--- config.mk ---
export PLATFORM = sky130hd
export DESIGN_NAME = mem_access_ctrl
export DESIGN_NICKNAME = d
export VERILOG_FILES = /design/src/rtl/mem_access_ctrl.sv
export SDC_FILE = /design/constraint.sdc
export NUM_CORES = 1
export LEC_CHECK = 0
export CAP_MARGIN = 40
export CORE_ASPECT_RATIO = 1.2
export CORE_MARGIN = 5
export CORE_UTILIZATION = 38
export CTS_CLUSTER_DIAMETER = 50
export DETAILED_ROUTE_END_ITERATION = 10
export GPL_ROUTABILITY_DRIVEN = 0
export PLACE_DENSITY = 0.87
export SLEW_MARGIN = 30
export SYNTH_ARGS = -nofsm -noshare
export SYNTH_HDL_FRONTEND = slang
export SYNTH_SLANG_ARGS = --single-unit
--- constraint.sdc ---
create_clock -name clk -period 2 [get_ports clk]
set_input_delay 0.6 -clock clk [delete_from_list [all_inputs] [get_ports clk]]
set_output_delay 0.6 -clock clk [all_outputs]
set_load 0.01 [all_outputs]
--- src/rtl/mem_access_ctrl.sv ---
// Memory access controller: holds MAR/MDR and sequences a single-port synchronous RAM
// with a registered read address, reporting completion through a busy/done handshake.
//
// state   | meaning
// IDLE    | waiting; MAR/MDR loads accepted, requests accepted
// RD_ADDR | read strobe; RAM registers the address on this edge
// RD_CAP  | read strobe; MDR captures ram_q on this edge
// WR      | write strobe; RAM writes MDR at MAR on this edge
// DONE    | one-cycle done pulse; MAR/MDR loads accepted, requests ignored
module mem_access_ctrl #(
    parameter int DATA_WIDTH = 32,
    parameter int ADDR_WIDTH = 9
) (
    input  logic                  clk,
    input  logic                  clr,
    input  logic [DATA_WIDTH-1:0] bus_in,
    input  logic                  MARin,
    input  logic                  MDRin,
    input  logic                  req_rd,
    input  logic                  req_wr,
    output logic                  busy,
    output logic                  done,
    output logic [DATA_WIDTH-1:0] mdr_out,
    output logic [ADDR_WIDTH-1:0] ram_addr,
    output logic [DATA_WIDTH-1:0] ram_data,
    output logic                  ram_read,
    output logic                  ram_write,
    input  logic [DATA_WIDTH-1:0] ram_q
);

    typedef enum logic [2:0] {
        IDLE    = 3'd0,
        RD_ADDR = 3'd1,
        RD_CAP  = 3'd2,
        WR      = 3'd3,
        DONE    = 3'd4
    } state_t;

    state_t                state_q, state_d;
    logic [ADDR_WIDTH-1:0] mar_q, mar_d;
    logic [DATA_WIDTH-1:0] mdr_q, mdr_d;

    always_ff @(posedge clk or posedge clr) begin
        if (clr) begin
            state_q <= IDLE;
            mar_q   <= '0;
            mdr_q   <= '0;
        end else begin
            state_q <= state_d;
            mar_q   <= mar_d;
            mdr_q   <= mdr_d;
        end
    end

    always_comb begin
        state_d   = state_q;
        mar_d     = mar_q;
        mdr_d     = mdr_q;
        busy      = 1'b0;
        done      = 1'b0;
        ram_read  = 1'b0;
        ram_write = 1'b0;

        // Loads in IDLE take effect on the same edge as a request, so the access sees them.
        if (state_q == IDLE || state_q == DONE) begin
            if (MARin) mar_d = bus_in[ADDR_WIDTH-1:0];
            if (MDRin) mdr_d = bus_in;
        end

        case (state_q)
            IDLE: begin
                if (req_rd)      state_d = RD_ADDR;
                else if (req_wr) state_d = WR;
            end
            RD_ADDR: begin
                busy     = 1'b1;
                ram_read = 1'b1;
                state_d  = RD_CAP;
            end
            RD_CAP: begin
                busy     = 1'b1;
                ram_read = 1'b1;
                mdr_d    = ram_q;
                state_d  = DONE;
            end
            WR: begin
                busy      = 1'b1;
                ram_write = 1'b1;
                state_d   = DONE;
            end
            DONE: begin
                done    = 1'b1;
                state_d = IDLE;
            end
            default: state_d = IDLE;
        endcase
    end

    assign mdr_out  = mdr_q;
    assign ram_addr = mar_q;
    assign ram_data = mdr_q;

endmodule

==> results of run 1 <==
[synth_stat cells, drive strengths merged, types with 2 or more instances]
cell,n,area share
nand2,9,0.014
mux2,55,0.29
buf,41,0.14
a2bb2oi,9,0.032
and2,3,0.0077
a21oi,10,0.021
dfrtp,44,0.45
nor2,4,0.0062
clkbuf,2,0.0031
nor2b,2,0.0082
inv,2,0.0031
nor3b,2,0.0082
[final cells by class]
type / count / area share
multi-input combinational: 100 / 0.253
sequential: 44 / 0.285
clock inverter: 2 / 0.00259
timing repair buffer: 157 / 0.409
inverter: 2 / 0.00195
clock buffer: 6 / 0.0214
tap: 85 / 0.0276
[per-layer routing]
metal,GRT usage,share of wire,vias to the layer above
met5,0,0,-
met4,0.0302,0.0022,0
met3,0.0483,0.063,2
met2,0.295,0.55,88
met1,0.164,0.38,891
li1,-,-,859
[flip-flops by register name (all words and copies together), names as in the netlist]
register  cells
mdr_out      32
ram_addr      9
state_q       3
[cell usage in the layout (no fill, tap or decap)]
cell type,netlist,layout
inv_1,2,1
a21oi_1,10,10
nor3b_2,1,1
or3b_2,1,1
nor3_1,1,1
xnor2_1,1,1
clkinv_2,0,2
and2_1,3,3
nor3b_1,1,1
nor2b_1,1,1
o21ai_0,1,1
buf_4,34,8
inv_2,0,1
o21ba_1,1,1
clkdlybuf4s50_1,0,142
a2bb2oi_1,9,9
clkbuf_8,0,6
mux2_4,20,20
nand2b_1,1,1
nand2_1,9,9
dlygate4sd2_1,0,4
nor2b_4,1,1
dfrtp_1,44,44
buf_12,2,3
nor2_1,4,4
mux2_2,35,35
[power breakdown]
| group | switching [W] | internal (W) |
|---|---|---|
| Sequential | 0.000369 | 0.00136 |
| Combinational | 0.00140 | 0.00246 |
| Clock | 0.000290 | 0.000276 |
[logic make-up after synthesis]
logic type | count (synthesis) | synth area share
AO/OA/AOI/OAI | 21 | 0.0592
flip-flops | 44 | 0.453
multiplexers | 55 | 0.286
buffers and inverters | 45 | 0.146
AND/OR/NAND/NOR | 23 | 0.0525
XOR/XNOR | 1 | 0.00361
[repair_timing]
action / 4_1_cts / 5_1_grt
hold buffers: 0 / 0
setup endpoints to repair: 4 / 0
gates resized for setup: 4 / 0
hold endpoints to repair: 0 / 0
buffers inserted: 0 / 0
[metrics by stage]
step	TNS (ns)	hold slack (ns)	setup WS [ns]	power (W)
after floorplan	0	0.525	0.335	0.00410
after global placement	-1.73	0.490	-0.112	0.00558
after detailed placement	-2.08	0.495	-0.130	0.00569
after CTS	0	0.514	0.0799	0.00626
after global routing	0	0.521	0.00723	0.00652
final	0	0.508	0.0985	0.00615
[worst max-delay path by stage]
stage / start / to / slack, ns / depth (start not counted)
floorplan: state_q[1] / ram_write / 0.33 / 5
global placement: MDRin / mdr_out[29] / -0.11 / 5
detailed placement: MDRin / mdr_out[29] / -0.13 / 5
CTS: state_q[1] / ram_write / 0.08 / 3
global route: state_q[1] / mdr_out[29] / 0.007 / 5
finish: state_q[1] / ram_write / 0.1 / 3
==> impl_metrics.py, run 1 <==
metrics = {
    "final_layout": {
        "fin_nets": 380,
        "multiInputGateArea_um2": 975,
        "fillers": 550,
        "synthToLayoutAreaGrowth_pct": 58.8,
        "drive_gt1_frac": 0.251,
        "diodes": 0,
        "final_util": 0.610,
        "instances_no_fill": 396,
        "regArea_um2": 1100,
        "design_area_um2": 3860,
    },
    "hold_path": {
        "hold_path_end": "ram_addr[2]",
        "min_from": "ram_addr[2]",
        "holdPathStages": 1,
        "hold_path_class": "reg -> reg",
    },
    "worst_setup_path": {
        "path_buf_inv": 1,
        "worst_path_max_delay_cell": "dfrtp_1",
        "endpoint_kind": "output pin",
        "worst-path-max-fanout": 5,
        "r2r_start": "state_q[1]",
        "required_ns": 1.40,
        "cp_slowest_stage_delay_ns": 0.43,
        "r2r_cells": 5,
        "critPathTopFamily": "flip-flops",
        "cp.arrival_ns": 1.30,
        "reg2reg_to": "mdr_out[29]",
        "critical_path_class": "reg -> out",
        "critical_path.cell_chain": "nor2b_4, and2_1, dlygate4sd2_1",
        "start_kind": "flop",
        "r2r_slack_ns": 0.13,
    },
    "placed_design": {
        "place_area_um2": 3770,
        "dpl.cell_count": 388,
        "hpwl_mm": 5.16,
        "port_buffers": 146,
    },
    "routing": {
        "routed_wl_mm": 6.32,
        "first_pass_iters": 4,
        "drt_iter0_drc": 45,
        "drc_errors": 0,
        "wire_per_inst_um": 16.0,
        "final_antenna_net_count": 0,
        "vias": 1840,
        "via_per_inst": 4.65,
    },
    "synth": {
        "syn_nets": 259,
        "synth.avg_cell_area_um2": 12.9,
        "synthCells": 189,
        "synth_edf_count": 0,
        "ys_ff_latch": 44,
        "syn_area_um2": 2430,
        "yosysWarnings": 0,
        "ys_seq_area_frac": 0.453,
        "synth.distinct_cells": 24,
        "synth-async-reset-ratio": 1.00,
        "synth_ff_type": "dfrtp_1",
    },
    "cts": {
        "cts_tree": "yes",
        "clock_path_buffers": 2,
        "path_clk_slew_ns": 0.08,
        "insertion_delay_ns": 0.28,
        "cts.sinks": 44,
        "cts_root_buf": "clkbuf_8",
        "cts_made_buffers": 5,
        "htree_num_levels": 2,
    },
    "timing": {
        "post-route-period-util": 0.951,
        "timing.final.hold_violations": 0,
        "min_period_ns": 1.90,
        "fin_worst_skew_ns": 0.00249,
        "slew_viol_final": 0,
        "setup_viol": 0,
        "rsz0062_at_grt": "no",
        "worst_slew_pin_slew_ns": 0.369,
        "fmax_ghz": 0.526,
        "slew_headroom": 0.754,
    },
    "global_route": {
        "grt_max_degree": 45,
        "grt_pass1_wl_mm": 10.1,
        "grt_antenna_before_repair": 0,
        "grtUsageTotal": 0.154,
        "grt_pass1_vias": 2081,
        "overflow": 0,
    },
    "flow_run": {
        "drv_cap": 0,
    },
    "floorplanning": {
        "die-area_um2": 8100,
        "die_w_um": 83.0,
        "start_util": 0.384,
        "die_h_um": 97.6,
        "coreArea_um2": 6330,
        "num_rows": 32,
        "io-pin-count": 147,
    },
    "power": {
        "powerDensity_nw_per_um2": 1590,
        "irDropWorstVdd_uv": 772,
        "leakage_nw": 1.64,
    },
    "status": {
        "status": "completed",
    },
}
(Power assumes the default switching activity.)
==> run 2: changes to the inputs <==
HOLD_SLACK_MARGIN = 0.06   (was default)
==> results of run 2 <==
Final layout, timing and power as in run 1 (identical DEF).
==> run 3: changes to the inputs <==
CTS_CLUSTER_DIAMETER = 60   (was 50)
==> results of run 3 <==
Final layout, timing and power as in run 1 (identical DEF).
